**src/rtl/rv32_pkg.sv**
```systemverilog
// RV32I opcode constants, decoded-instruction record and the shared decode function.
// Latency: none; purely combinational helpers for other stages to reuse.
// Backpressure: not applicable; no handshake lives in this package.
package rv32;

    typedef logic [31:0] rv32_inst_t;

    localparam logic [6:0] RV32_OPCODE_LUI      = 7'b0110111;
    localparam logic [6:0] RV32_OPCODE_AUIPC    = 7'b0010111;
    localparam logic [6:0] RV32_OPCODE_JAL      = 7'b1101111;
    localparam logic [6:0] RV32_OPCODE_JALR     = 7'b1100111;
    localparam logic [6:0] RV32_OPCODE_BRANCH   = 7'b1100011;
    localparam logic [6:0] RV32_OPCODE_LOAD     = 7'b0000011;
    localparam logic [6:0] RV32_OPCODE_STORE    = 7'b0100011;
    localparam logic [6:0] RV32_OPCODE_OP_IMM   = 7'b0010011;
    localparam logic [6:0] RV32_OPCODE_OP       = 7'b0110011;
    localparam logic [6:0] RV32_OPCODE_MISC_MEM = 7'b0001111;
    localparam logic [6:0] RV32_OPCODE_SYSTEM   = 7'b1110011;

    localparam logic [6:0] RV32_FUNCT7_ZERO = 7'b0000000;
    localparam logic [6:0] RV32_FUNCT7_ALT  = 7'b0100000;

    typedef struct packed {
        rv32_inst_t  inst;
        logic [6:0]  opcode;
        logic [4:0]  rd;
        logic [2:0]  funct3;
        logic [4:0]  rs1;
        logic [4:0]  rs2;
        logic [6:0]  funct7;
        logic [11:0] funct12;
        logic [31:0] imm;
        logic        decode_error;
    } rv32_fields_t;

    // Raw fields are always extracted; the opcode only picks the immediate
    // layout and which funct encodings count as legal.
    function automatic rv32_fields_t rv32_decode(input rv32_inst_t inst);
        rv32_fields_t f;
        logic         err;
        f              = '0;
        f.inst         = inst;
        f.opcode       = inst[6:0];
        f.rd           = inst[11:7];
        f.funct3       = inst[14:12];
        f.rs1          = inst[19:15];
        f.rs2          = inst[24:20];
        f.funct7       = inst[31:25];
        f.funct12      = inst[31:20];
        err            = (inst[1:0] != 2'b11);
        case (f.opcode)
            RV32_OPCODE_LUI, RV32_OPCODE_AUIPC:
                f.imm = {inst[31:12], 12'b0};
            RV32_OPCODE_JAL:
                f.imm = {{12{inst[31]}}, inst[19:12], inst[20], inst[30:21], 1'b0};
            RV32_OPCODE_JALR: begin
                f.imm = {{20{inst[31]}}, inst[31:20]};
                err   = err | (f.funct3 != 3'b000);
            end
            RV32_OPCODE_BRANCH: begin
                f.imm = {{20{inst[31]}}, inst[7], inst[30:25], inst[11:8], 1'b0};
                err   = err | (f.funct3 == 3'b010) | (f.funct3 == 3'b011);
            end
            RV32_OPCODE_LOAD: begin
                f.imm = {{20{inst[31]}}, inst[31:20]};
                err   = err | (f.funct3 == 3'b011) | (f.funct3 == 3'b110) | (f.funct3 == 3'b111);
            end
            RV32_OPCODE_STORE: begin
                f.imm = {{20{inst[31]}}, inst[31:25], inst[11:7]};
                err   = err | (f.funct3 > 3'b010);
            end
            RV32_OPCODE_OP_IMM: begin
                f.imm = {{20{inst[31]}}, inst[31:20]};
                // Shift-immediates reuse funct7 as an encoding qualifier.
                if (f.funct3 == 3'b001)
                    err = err | (f.funct7 != RV32_FUNCT7_ZERO);
                else if (f.funct3 == 3'b101)
                    err = err | ((f.funct7 != RV32_FUNCT7_ZERO) && (f.funct7 != RV32_FUNCT7_ALT));
            end
            RV32_OPCODE_OP: begin
                if (f.funct7 == RV32_FUNCT7_ALT)
                    err = err | ((f.funct3 != 3'b000) && (f.funct3 != 3'b101));
                else
                    err = err | (f.funct7 != RV32_FUNCT7_ZERO);
            end
            RV32_OPCODE_MISC_MEM, RV32_OPCODE_SYSTEM:
                f.imm = {{20{inst[31]}}, inst[31:20]};
            default:
                err = 1'b1;
        endcase
        f.decode_error = err;
        return f;
    endfunction

endpackage

```
**src/rtl/rv32_skid_buffer.sv**
```systemverilog
// Two-entry valid/ready register slice: main output register plus one skid register.
// Latency: 1 cycle accept-to-output; full throughput with out_ready high.
// Backpressure: in_ready is registered (!skid full), no combinational path from out_ready.
module rv32_skid_buffer #(
    parameter int WIDTH = 32
) (
    input  logic             clk,
    input  logic             rst,
    input  logic             flush,
    input  logic             in_valid,
    output logic             in_ready,
    input  logic [WIDTH-1:0] in_dat,
    output logic             out_valid,
    input  logic             out_ready,
    output logic [WIDTH-1:0] out_dat
);

    logic             main_vld_q, main_vld_d;
    logic             skid_vld_q, skid_vld_d;
    logic [WIDTH-1:0] main_dat_q, main_dat_d;
    logic [WIDTH-1:0] skid_dat_q, skid_dat_d;
    logic             accept;
    logic             drain;

    assign in_ready  = !skid_vld_q;
    assign out_valid = main_vld_q;
    assign out_dat   = main_dat_q;
    assign accept    = in_valid && !skid_vld_q;
    assign drain     = main_vld_q && out_ready;

    // Next-state: flush wins; a free or draining main register is refilled from skid first, then input.
    always_comb begin
        main_vld_d = main_vld_q;
        skid_vld_d = skid_vld_q;
        main_dat_d = main_dat_q;
        skid_dat_d = skid_dat_q;
        if (flush) begin
            main_vld_d = 1'b0;
            skid_vld_d = 1'b0;
        end else if (!main_vld_q || drain) begin
            if (skid_vld_q) begin
                // Skid full implies in_ready low, so no accept can collide here.
                main_vld_d = 1'b1;
                main_dat_d = skid_dat_q;
                skid_vld_d = 1'b0;
            end else if (accept) begin
                main_vld_d = 1'b1;
                main_dat_d = in_dat;
            end else begin
                main_vld_d = 1'b0;
            end
        end else if (accept) begin
            skid_vld_d = 1'b1;
            skid_dat_d = in_dat;
        end
    end

    // State registers; reset also clears the payload so outputs read zero.
    always_ff @(posedge clk) begin
        if (!rst) begin
            main_vld_q <= 1'b0;
            skid_vld_q <= 1'b0;
            main_dat_q <= '0;
            skid_dat_q <= '0;
        end else begin
            main_vld_q <= main_vld_d;
            skid_vld_q <= skid_vld_d;
            main_dat_q <= main_dat_d;
            skid_dat_q <= skid_dat_d;
        end
    end

endmodule

```
**src/rtl/rv32_decode_stage.sv**
```systemverilog
// RV32I decode stage: decodes fetch words into rv32_fields_t and registers them with the PC.
// Latency: 1 cycle accept-to-out_valid; one instruction per cycle sustained.
// Backpressure: two-entry skid; in_ready drops only while the skid register is occupied.
module rv32_decode_stage
    import rv32::*;
#(
    parameter int PC_WIDTH = 32
) (
    input  logic                clk,
    input  logic                rst,
    input  logic                flush,
    input  logic                in_valid,
    output logic                in_ready,
    input  logic [31:0]         in_inst,
    input  logic [PC_WIDTH-1:0] in_pc,
    output logic                out_valid,
    input  logic                out_ready,
    output rv32_fields_t        out_fields,
    output logic [PC_WIDTH-1:0] out_pc
);

    localparam int PAYLOAD_W = $bits(rv32_fields_t) + PC_WIDTH;

    rv32_fields_t         dec_fields;
    logic [PAYLOAD_W-1:0] in_payload;
    logic [PAYLOAD_W-1:0] out_payload;

    assign dec_fields = rv32_decode(in_inst);
    assign in_payload = {dec_fields, in_pc};
    assign {out_fields, out_pc} = out_payload;

    rv32_skid_buffer #(
        .WIDTH (PAYLOAD_W)
    ) u_skid (
        .clk       (clk),
        .rst       (rst),
        .flush     (flush),
        .in_valid  (in_valid),
        .in_ready  (in_ready),
        .in_dat    (in_payload),
        .out_valid (out_valid),
        .out_ready (out_ready),
        .out_dat   (out_payload)
    );

endmodule

```
**config.mk**
```make
export PLATFORM = sky130hd
export DESIGN_NAME = rv32_decode_stage
export DESIGN_NICKNAME = d
export VERILOG_FILES = /design/src/rtl/rv32_pkg.sv /design/src/rtl/rv32_skid_buffer.sv /design/src/rtl/rv32_decode_stage.sv
export SDC_FILE = /design/constraint.sdc
export NUM_CORES = 1
export LEC_CHECK = 0
export ABC_CLOCK_PERIOD_IN_PS = 2540
export CAP_MARGIN = 20
export CORE_MARGIN = 3
export CORE_UTILIZATION = 41
export CTS_CLUSTER_SIZE = 24
export DETAILED_ROUTE_END_ITERATION = 7
export GPL_TIMING_DRIVEN = 1
export PLACE_DENSITY = 0.69
export SKIP_CTS_REPAIR_TIMING = 1
export SLEW_MARGIN = 20
export SYNTH_ARGS = -nofsm -noshare
export SYNTH_HDL_FRONTEND = slang
export SYNTH_SLANG_ARGS = --single-unit
```
**constraint.sdc**
```tcl
create_clock -name clk -period 2.54 [get_ports clk]
set_input_delay 0.635 -clock clk [delete_from_list [all_inputs] [get_ports clk]]
set_output_delay 0.635 -clock clk [all_outputs]
set_load 0.005 [all_outputs]
```
==> summary.txt, run 1 <==
====================================================================================================
Synth-to-layout area growth ...........................................................        35.9%
Pwr dens ..............................................................................   595 mW/mm²
R2R cell count ........................................................................            5
Required time at the endpoint of the critical path ....................................      2.84 ns
# DRC .................................................................................            0
Floorplan die height ..................................................................       150 µm
Actual slew at the worst max-slew pin .................................................     0.724 ns
Post-synth net total ..................................................................        1,062
Maximum Capacitance Violations ........................................................            0
Vias in the first global route ........................................................        7,281
Clk_lat worst skew ....................................................................      0.43 ns
Cell taking the most area after synthesis .............................................      dfxtp_1
Cell depth of the worst setup path ....................................................            7
Initial DRT Pass Iterations ...........................................................            5
Compound-cell area share of the yosys netlist .........................................        22.3%
Final clock skew ......................................................................   0.00907 ns
Vias ..................................................................................        7,719
Worst setup slack before clock tree synthesis .........................................    -0.200 ns
Gpl congestion ........................................................................        0.854
CP Buf/Inv Count ......................................................................            2
Highest fanout seen on the critical path ..............................................            2
Count leader, synth ...................................................................      dfxtp_1
Master cell of the clock root buffer ..................................................    clkbuf_16
Worst Hold Depth ......................................................................            2
Area share of fa/ha/maj cells after synthesis .........................................       0.118%
Net count of the finished layout ......................................................        1,238
Num CTS Buffers .......................................................................           17
Dpl hpwl ..............................................................................    16,900 µm
Seq/Total Area, Yosys .................................................................        46.4%
Area post-placement ...................................................................   0.0109 mm²
Number of enable-type register cells in the synthesized netlist .......................            0
Worst-case clock buffer depth .........................................................            2
Setup Viol. Count Final ...............................................................            0
Result of the run ..................................................................... complete, no violations
Fraction of final layout cells with drive strength greater than 1 .....................        10.7%
Largest net degree at the start of global routing .....................................           64
Worst setup margin ....................................................................     0.173 ns
Area of the core ......................................................................   0.0198 mm²
Fraction of synthesized cell area in xor and xnor cells ...............................       0.103%
Syn_area_per_cell .....................................................................     8.52 µm²
Full die area .........................................................................   0.0224 mm²
Dominant combinational cell family by area after synthesis ............................ compound AO/OA/AOI/OAI gates
Clock-pin slew reported for the worst setup and hold paths after clock tree synthesis .      0.07 ns
Number of port buffers ................................................................          211
Final antenna-violating net count .....................................................            0
Worst hold path type ..................................................................   reg -> reg
Wire length of the first global-routing pass ..........................................    38,500 µm
Diodes inserted .......................................................................            0
Remaining global-route overflow .......................................................            0
Time the worst path needs with I/O delays and setup ...................................      2.37 ns
Post-synth design cell area ...........................................................  0.00846 mm²
Final critical-path share of the clock period .........................................        93.2%
Static leakage ........................................................................      3.89 nW
Fraction of registers with async set or reset after synthesis .........................           0%
Multiplexer share of the synthesized area .............................................        7.35%
Library cells used by synthesis .......................................................           56
Register bit count reported by yosys ..................................................          196
Synth warn ............................................................................            0
Total Routing Usage GR ................................................................        21.4%
Final Hold Fails ......................................................................            0
Antenna violations before repair ......................................................            0
Vias per inst .........................................................................         5.33
Share of the synthesized area in the top cell type ....................................        46.4%
Max-Slew Margin vs Limit ..............................................................        51.7%
Starting utilization of the core area .................................................        42.6%
Synth Area in Simple Gates ............................................................        15.5%
Cell class contributing the biggest share of worst-path delay ......................... compound AO/OA/AOI/OAI gates
Fin area ..............................................................................   0.0115 mm²
Depth of the CTS H-tree ...............................................................            4
Number of placement rows ..............................................................           51
Setup crit end kind ...................................................................     register
Total power consumption of the routed design ..........................................      6.84 mW
Critical path class ...................................................................    in -> reg
Maximum ir drop on the vdd rail .......................................................     0.474 mV
Synth cell count leaders .............................................................. dfxtp_1, nand2_1, a21oi_1
Synthesized instance count ............................................................          993
Width of the die ......................................................................       150 µm
Total length of routed wires ..........................................................    24,200 µm
TritonCTS clock tree ..................................................................        built
Critical path cell sequence ........................................................... clkdlybuf4s50_1 > or4_1 > nor3_1 > buf_4 > a2111oi_0 > a2111oi_1 > a21oi_1
Iter 0 DRT Violations .................................................................          602
Worst EP arrival ......................................................................      2.67 ns
Final core utilization ................................................................        57.9%
Number of clock sinks .................................................................          196
Slowest stage cell, crit path .........................................................    a2111oi_1
Number of placed I/O pins .............................................................          212
Main flop type after synthesis ........................................................      dfxtp_1
Largest stage delay on the critical path ..............................................      0.52 ns
Number of max-slew violations in the final report .....................................            0
Critical Path Source Type .............................................................   input port
Routed WL per cell ....................................................................      16.7 µm
Setup repair after global routing missed its margin ...................................        false
Ranking of synthesized cells by area .................................................. dfxtp_1, nand2_1, mux2i_1
Upper clock frequency limit ...........................................................      422 MHz
====================================================================================================
[routing by layer]
metal	track usage, %	vias to the layer above	routed length, µm
li1	-	3818	-
met2	34.0	253	11300
met4	7.64	0	495
met1	29.7	3617	11100
met5	0	-	0
met3	3.27	31	1270
[flip-flops by register name, indices dropped and copies added (netlist names)]
signal	flops
u_skid.skid_dat_q	97
u_skid.skid_vld_q	1
u_skid.out_dat	97
u_skid.out_valid	1
[metrics by stage]
| step | TNS [ns] | hold slack (ns) | std cells |
|---|---|---|---|
| finish | 0 | 0.452 | 1447 |
| global route | 0 | 0.472 | 1447 |
| CTS | 0 | 0.454 | 1447 |
| detailed placement | -4.16 | 0.444 | 1415 |
| global placement | -1.28 | 0.441 | 1415 |
| floorplan | 0 | 0.432 | 993 |
[logic make-up (layout without fill, tap and decap cells)]
| logic type | Yosys count | after routing |
|---|---|---|
| muxes | 62 | 62 |
| adders and majority gates | 1 | 1 |
| DFF | 196 | 196 |
| xor gates and xnor gates | 1 | 1 |
| buffers and inverters | 131 | 320 |
| AOI/OAI and AO/OA | 297 | 297 |
| and+or+nand+nor | 305 | 305 |
[placed cells by master (no fill, tap or decap), types with 12 or more instances in the layout]
cell,Yosys,routed
a21oi_1,111,111
buf_12,0,12
clkdlybuf4s50_1,0,211
mux2i_1,61,61
buf_4,48,60
dfxtp_1,196,195
nand2_1,167,167
o21ai_0,47,47
clkbuf_16,0,17
nor2_1,79,79
a211oi_1,63,63
[where the power goes]
part,switching (mW),leakage [nW],internal [mW]
clock,1.23,0.276,1.40
sequential,0.0738,1.60,3.18
combinational,0.421,2.02,0.533
total,1.72,3.89,5.11
[final timing paths]
path                         startpoint               endpoint  slack, ns
hold reg to reg   u_skid.skid_dat_q[44]  u_skid.skid_dat_q[44]       0.45
hold / removal    u_skid.skid_dat_q[44]  u_skid.skid_dat_q[44]       0.45
setup / recovery            in_inst[28]     u_skid.out_dat[32]       0.17
setup reg to reg      u_skid.skid_vld_q  u_skid.skid_dat_q[59]       0.45
[final cells by class]
type                    count  area, µm²
multi-input cells         666       3850
fillers                  1737       8350
repair buffers            283       2800
clock buffers              19        443
flip-flops and latches    196       3930
well taps                 265        332
clock inverters            13        124
inverters                   5       21.3
[worst register-to-register path, cell delays in order (launching register included)]
cell     delay [ns]
dfxtp_4        0.43
inv_2          0.18
nand2_1        0.13
or3_2          0.55
a21oi_2        0.50
a21oi_1        0.15
(Power assumes the default switching activity.)
==> run 2, diff against run 1 <==
--- a/config.mk
+++ b/config.mk
@@ -13,6 +13,7 @@
 export DETAILED_ROUTE_END_ITERATION = 7
 export GPL_TIMING_DRIVEN = 1
 export PLACE_DENSITY = 0.69
+export RECOVER_POWER = 100
 export SKIP_CTS_REPAIR_TIMING = 1
 export SLEW_MARGIN = 20
 export SYNTH_ARGS = -nofsm -noshare
==> run 2 against run 1 <==
Clock-buffer cell count stayed put. Utilization is 0.54 points lower. Sequential power hardly changed. Register-to-register slack worse by 0.19 ns. Clock skew hardly changed. Via count stayed put. Critical path type unchanged. Critical endpoint is now u_skid.out_dat[47]. Largest power group unchanged.
==> summary.txt, run 2 (synthesis gave the netlist of run 1 again) <==
====================================================================================================
Result of the run ..................................................................... complete, no violations
Num CTS Buffers .......................................................................           17
Diodes inserted .......................................................................            0
Upper clock frequency limit ...........................................................      418 MHz
Critical path class ...................................................................    in -> reg
Reg2Reg Setup Slack ...................................................................      0.26 ns
CP Buf/Inv Count ......................................................................            3
Critical Path Source Type .............................................................   input port
Initial DRT Pass Iterations ...........................................................            5
Slowest stage cell, crit path .........................................................     clkbuf_2
Highest fanout seen on the critical path ..............................................           33
Final critical-path share of the clock period .........................................        94.1%
Total length of routed wires ..........................................................    24,100 µm
Number of clock sinks .................................................................          196
Starting utilization of the core area .................................................        42.6%
Relative contribution of combinational cells to total power ...........................        13.1%
Area of the core ......................................................................   0.0198 mm²
Max-Slew Margin vs Limit ..............................................................        52.8%
Worst hold path type ..................................................................   reg -> reg
Switching power .......................................................................      1.71 mW
Topmost layer with routed signal wires ................................................         met4
Net switching fraction of the power ...................................................        25.3%
Start point of the worst min-delay path ............................................... u_skid.skid_dat_q[137]
Clock-pin slew reported for the worst setup and hold paths after clock tree synthesis .      0.07 ns
Width of the die ......................................................................       150 µm
Synth-to-layout area growth ...........................................................        34.6%
Met2 routed WL ........................................................................    11,300 µm
Remaining global-route overflow .......................................................            0
Worst EP arrival ......................................................................      2.74 ns
Reg power frac ........................................................................        48.1%
Setup Viol. Count Final ...............................................................            0
Startpoint of the worst-slack reg-to-reg timing path .................................. u_skid.skid_vld_q
Final Hold Fails ......................................................................            0
Total power consumption of the routed design ..........................................      6.76 mW
Met3 WL ...............................................................................      1310 µm
R2R cell count ........................................................................            7
Largest stage delay on the critical path ..............................................      0.61 ns
Final clock skew ......................................................................   0.00896 ns
Dpl hpwl ..............................................................................    16,900 µm
Master cell of the clock root buffer ..................................................    clkbuf_16
Iter 0 DRT Violations .................................................................          603
Pwr dens ..............................................................................   593 mW/mm²
Routed WL per cell ....................................................................      16.6 µm
Static leakage ........................................................................      4.23 nW
Antenna violations before repair ......................................................            0
Setup crit end kind ...................................................................     register
Clk network pwr share .................................................................        38.8%
Net count of the finished layout ......................................................        1,238
Worst Hold End ........................................................................ u_skid.skid_dat_q[137]
Crit. Startpoint ......................................................................     in_valid
Worst-case clock buffer depth .........................................................            2
Maximum ir drop on the vdd rail .......................................................     0.475 mV
Floorplan die height ..................................................................       150 µm
Clk_lat worst skew ....................................................................      0.43 ns
Worst setup slack before clock tree synthesis .........................................    -0.200 ns
Time the worst path needs with I/O delays and setup ...................................      2.39 ns
Cell class contributing the biggest share of worst-path delay ......................... buffers and inverters
Vias ..................................................................................        7,719
Number of placement rows ..............................................................           51
Full die area .........................................................................   0.0224 mm²
Number of placed I/O pins .............................................................          212
Critical path cell sequence ........................................................... clkdlybuf4s50_1 > nor2_1 > buf_4 > nor3_1 > clkbuf_2 > and3_1 > a21oi_1 > o22ai_1
Vias in the first global route ........................................................        7,281
Fraction of final layout cells with drive strength greater than 1 .....................        10.1%
Wire length of the first global-routing pass ..........................................    38,500 µm
Number of max-slew violations in the final report .....................................            0
Required time at the endpoint of the critical path ....................................      2.89 ns
Setup repair after global routing missed its margin ...................................        false
Gpl congestion ........................................................................        0.854
Summed negative setup slack over all endpoints ........................................         0 ns
Final antenna-violating net count .....................................................            0
Final core utilization ................................................................        57.4%
Most common library cell in the layout ignoring fill and taps .........................      dfxtp_1
Worst setup margin ....................................................................     0.149 ns
Total Routing Usage GR ................................................................        21.4%
Number of port buffers ................................................................          211
Post-Route M1 WL ......................................................................    11,000 µm
Commonest cells after routing, fill and taps aside .................................... dfxtp_1, nand2_1, dlygate4sd3_1, a21oi_1, nor2_1
Largest net degree at the start of global routing .....................................           64
Worst Hold Depth ......................................................................            2
Worst R2R End ......................................................................... u_skid.skid_dat_q[33]
Cell-internal power ...................................................................      5.05 mW
Maximum Capacitance Violations ........................................................            0
# DRC .................................................................................            0
TritonCTS clock tree ..................................................................        built
Depth of the CTS H-tree ...............................................................            4
Vias per inst .........................................................................         5.33
Actual slew at the worst max-slew pin .................................................     0.708 ns
====================================================================================================
==> run 2: cell count changes in the layout (fill, tap and decap cells not counted), moves of 2 or more <==
cell	previous run	this run
clkdlybuf4s50_1	211	68
dlygate4sd3_1	0	143
buf_4	60	53
buf_12	12	8
clkbuf_1	1	5
clkbuf_2	0	4
clkbuf_4	0	3
nor3_1	4	6
nor3_4	2	0
==> run 2: final cells by class <==
class / instances / area (µm²)
clock buffers: 19 / 443
clock inverters: 13 / 124
fillers: 1754 / 8460
inverters: 5 / 21.3
multi-input cells: 666 / 3810
flip-flops and latches: 196 / 3930
well taps: 265 / 332
repair buffers: 283 / 2730
==> run 2: through the flow <==
stage,instance area [µm²],hold WS (ns),std cells
after floorplan,8460,0.432,993
after global placement,10900,0.441,1415
after detailed placement,10900,0.444,1415
after CTS,11500,0.454,1447
after global routing,11400,0.472,1447
final,11400,0.453,1447
==> run 2: worst max-delay path by stage <==
stage                          endpoint  slack, ns  cells past startpoint
floorplan            u_skid.out_dat[54]       0.51                      7
global placement     u_skid.out_dat[32]      -0.16                      7
detailed placement   u_skid.out_dat[32]      -0.20                      7
CTS                  u_skid.out_dat[32]       0.24                      7
global route        u_skid.out_dat[115]       0.03                      8
finish               u_skid.out_dat[47]       0.15                      8
==> run 2: metal layers <==
| layer | GRT usage (%) | vias up |
|---|---|---|
| met2 | 34.0 | 240 |
| li1 | - | 3819 |
| met4 | 7.64 | 0 |
| met3 | 3.27 | 30 |
| met1 | 29.7 | 3630 |
| met5 | 0 | - |
==> run 2: worst min-delay path, delay by kind of cell (launching register included) <==
kind | cells | cell delay (ns)
AO/OA/AOI/OAI | 1 | 0.05
flip-flops | 1 | 0.31
AND/OR/NAND/NOR | 1 | 0.05
==> run 2: power groups by stage <==
stage                     Sequential [mW]  Clock (mW)  Combinational [mW]
after global routing                 3.26        2.80               0.967
after floorplan                      3.32           0               0.407
final                                3.25        2.62               0.882
after global placement               3.33           0               0.948
after detailed placement             3.33           0               0.952
after CTS                            3.26        2.68               0.957
==> run 3, diff against run 2 <==
--- a/config.mk
+++ b/config.mk
@@ -8,11 +8,11 @@
 export ABC_CLOCK_PERIOD_IN_PS = 2540
 export CAP_MARGIN = 20
 export CORE_MARGIN = 3
-export CORE_UTILIZATION = 41
+export CORE_UTILIZATION = 49
 export CTS_CLUSTER_SIZE = 24
 export DETAILED_ROUTE_END_ITERATION = 7
 export GPL_TIMING_DRIVEN = 1
-export PLACE_DENSITY = 0.69
+export PLACE_DENSITY = 0.8
 export RECOVER_POWER = 100
 export SKIP_CTS_REPAIR_TIMING = 1
 export SLEW_MARGIN = 20
==> constraint.sdc (replaced) <==
create_clock -name clk -period 2.54 [get_ports clk]
set_input_delay 0.762 -clock clk [delete_from_list [all_inputs] [get_ports clk]]
set_output_delay 0.762 -clock clk [all_outputs]
set_load 0.005 [all_outputs]
==> run 3 against run 2 <==
Die area fell by 16%. Non-clock buffer count rose by 15. Register-to-register slack improved by 0.17 ns. Via count rose by 4.0%. Worst hold slack improved by 0.0013 ns. Clock skew fell by 0.0019 ns. Worst setup slack got worse by 0.053 ns. Fmax fell by 2.2%. Combinational power rose by 3.5%. First-iteration DRC count fell by 7.1%. Critical path type unchanged. Sequential power barely moved. Critical path depth fell by 1.
==> summary.txt, run 3 (synthesis gave the netlist of run 1 again) <==
====================================================================================================
Startpoint of the worst-slack reg-to-reg timing path .................................. u_skid.skid_vld_q
Number of max-slew violations in the final report .....................................            0
Critical Path Source Type .............................................................   input port
Final core utilization ................................................................        68.6%
Setup Viol. Count Final ...............................................................            0
Pwr dens ..............................................................................   601 mW/mm²
Clock-pin slew reported for the worst setup and hold paths after clock tree synthesis .      0.07 ns
Synth-to-layout area growth ...........................................................        35.8%
Dpl hpwl ..............................................................................    17,000 µm
Total length of routed wires ..........................................................    24,600 µm
Gpl congestion ........................................................................        0.884
Number of placed I/O pins .............................................................          212
Worst R2R End ......................................................................... u_skid.skid_dat_q[34]
Depth of the CTS H-tree ...............................................................            4
Worst EP arrival ......................................................................      2.76 ns
Largest net degree at the start of global routing .....................................           72
Max-Slew Margin vs Limit ..............................................................        48.9%
Setup crit end kind ...................................................................     register
Master cell of the clock root buffer ..................................................    clkbuf_16
Number of clock sinks .................................................................          196
Filler Cell Count .....................................................................        1,358
Area of the core ......................................................................   0.0168 mm²
Actual slew at the worst max-slew pin .................................................     0.766 ns
Diodes inserted .......................................................................            0
Clk_lat worst skew ....................................................................      0.43 ns
Post-Layout Cell Count ................................................................        1,417
Crit. Startpoint ......................................................................  in_inst[28]
Vias in the first global route ........................................................        7,595
Maximum ir drop on the vdd rail .......................................................     0.514 mV
Floorplan die height ..................................................................       137 µm
Setup repair after global routing missed its margin ...................................        false
Highest fanout seen on the critical path ..............................................            2
Worst-case clock buffer depth .........................................................            2
Vias ..................................................................................        8,027
Fraction of final layout cells with drive strength greater than 1 .....................        10.9%
Final Hold Fails ......................................................................            0
Reg2Reg Setup Slack ...................................................................      0.43 ns
Worst setup slack before clock tree synthesis .........................................    -0.414 ns
Critical path class ...................................................................    in -> reg
Total Routing Usage GR ................................................................        25.8%
Required time at the endpoint of the critical path ....................................      2.86 ns
Routed WL per cell ....................................................................      17.3 µm
Remaining global-route overflow .......................................................            0
Total power consumption of the routed design ..........................................      6.90 mW
Total instance count after detailed placement .........................................        1,385
Initial DRT Pass Iterations ...........................................................            5
Wire length of the first global-routing pass ..........................................    38,900 µm
Result of the run ..................................................................... complete, no violations
Net count of the finished layout ......................................................        1,253
Most common library cell in the layout ignoring fill and taps .........................      dfxtp_1
Upper clock frequency limit ...........................................................      409 MHz
Commonest cells after routing, fill and taps aside .................................... dfxtp_1, nand2_1, dlygate4sd3_1, a21oi_1, nor2_1
Maximum Capacitance Violations ........................................................            0
Antenna violations before repair ......................................................            0
Starting utilization of the core area .................................................        50.5%
Final clock skew ......................................................................   0.00709 ns
Timing endpoint of the critical path .................................................. u_skid.out_dat[32]
Hold WS ...............................................................................     0.454 ns
Time the worst path needs with I/O delays and setup ...................................      2.44 ns
Final antenna-violating net count .....................................................            0
Full die area .........................................................................   0.0189 mm²
Worst setup margin ....................................................................    0.0961 ns
R2R cell count ........................................................................            7
Static leakage ........................................................................      4.31 nW
Num CTS Buffers .......................................................................           17
# DRC .................................................................................            0
Start point of the worst min-delay path ............................................... u_skid.skid_dat_q[110]
Iter 0 DRT Violations .................................................................          560
Number of port buffers ................................................................          211
TritonCTS clock tree ..................................................................        built
Number of placement rows ..............................................................           47
Worst hold path type ..................................................................   reg -> reg
Width of the die ......................................................................       137 µm
Vias per inst .........................................................................         5.66
Final critical-path share of the clock period .........................................        96.2%
====================================================================================================
run 3: power by group:
group / switching [mW] / internal [mW]
combinational: 0.429 / 0.484
clock: 1.22 / 1.52
sequential: 0.0680 / 3.18
run 3: critical path: stages:
cell and delay (ns):
clkdlybuf4s50_1 0.45, or4_1 0.54, nor3_2 0.25, a2111oi_0 0.14, a2111oi_1 0.38, buf_4 0.18, a21oi_1 0.05
run 3: per-layer routing:
layer / routed length, µm / up-vias / part of all wire (%) / global-route usage (%)
met5: 0 / - / 0 / 0
met4: 743 / 0 / 3.0 / 11.1
met3: 1500 / 58 / 6.1 / 3.94
met2: 11900 / 328 / 48 / 42.4
met1: 10500 / 3771 / 43 / 33.7
li1: - / 3870 / - / -
run 3: cell type report:
cell class                      instances  area [µm²]  share of cell area, %
Clock inverter                         12         148                   1.28
Sequential cell                       196        3930                   34.2
Inverter                                5        21.3                  0.185
Multi-Input combinational cell        666        3830                   33.3
Tap cell                              220         275                   2.39
Timing Repair Buffer                  298        2840                   24.7
Clock buffer                           20         457                   3.97
run 3: worst min path at each step:
stage	end	slack, ns	depth (start not counted)
CTS	u_skid.skid_dat_q[113]	0.46	2
global placement	u_skid.skid_dat_q[64]	0.44	2
detailed placement	u_skid.skid_dat_q[113]	0.45	2
finish	u_skid.skid_dat_q[110]	0.45	2
global route	u_skid.skid_dat_q[13]	0.47	2
floorplan	u_skid.skid_dat_q[38]	0.43	2
run 3: through the flow:
stage	TNS, ns	instance area [µm²]
2_1_floorplan	0	8460
3_3_place_gp	-8.72	11000
3_5_place_dp	-12.20	11000
4_1_cts	0	11600
5_1_grt	0	11500
6_report	0	11500
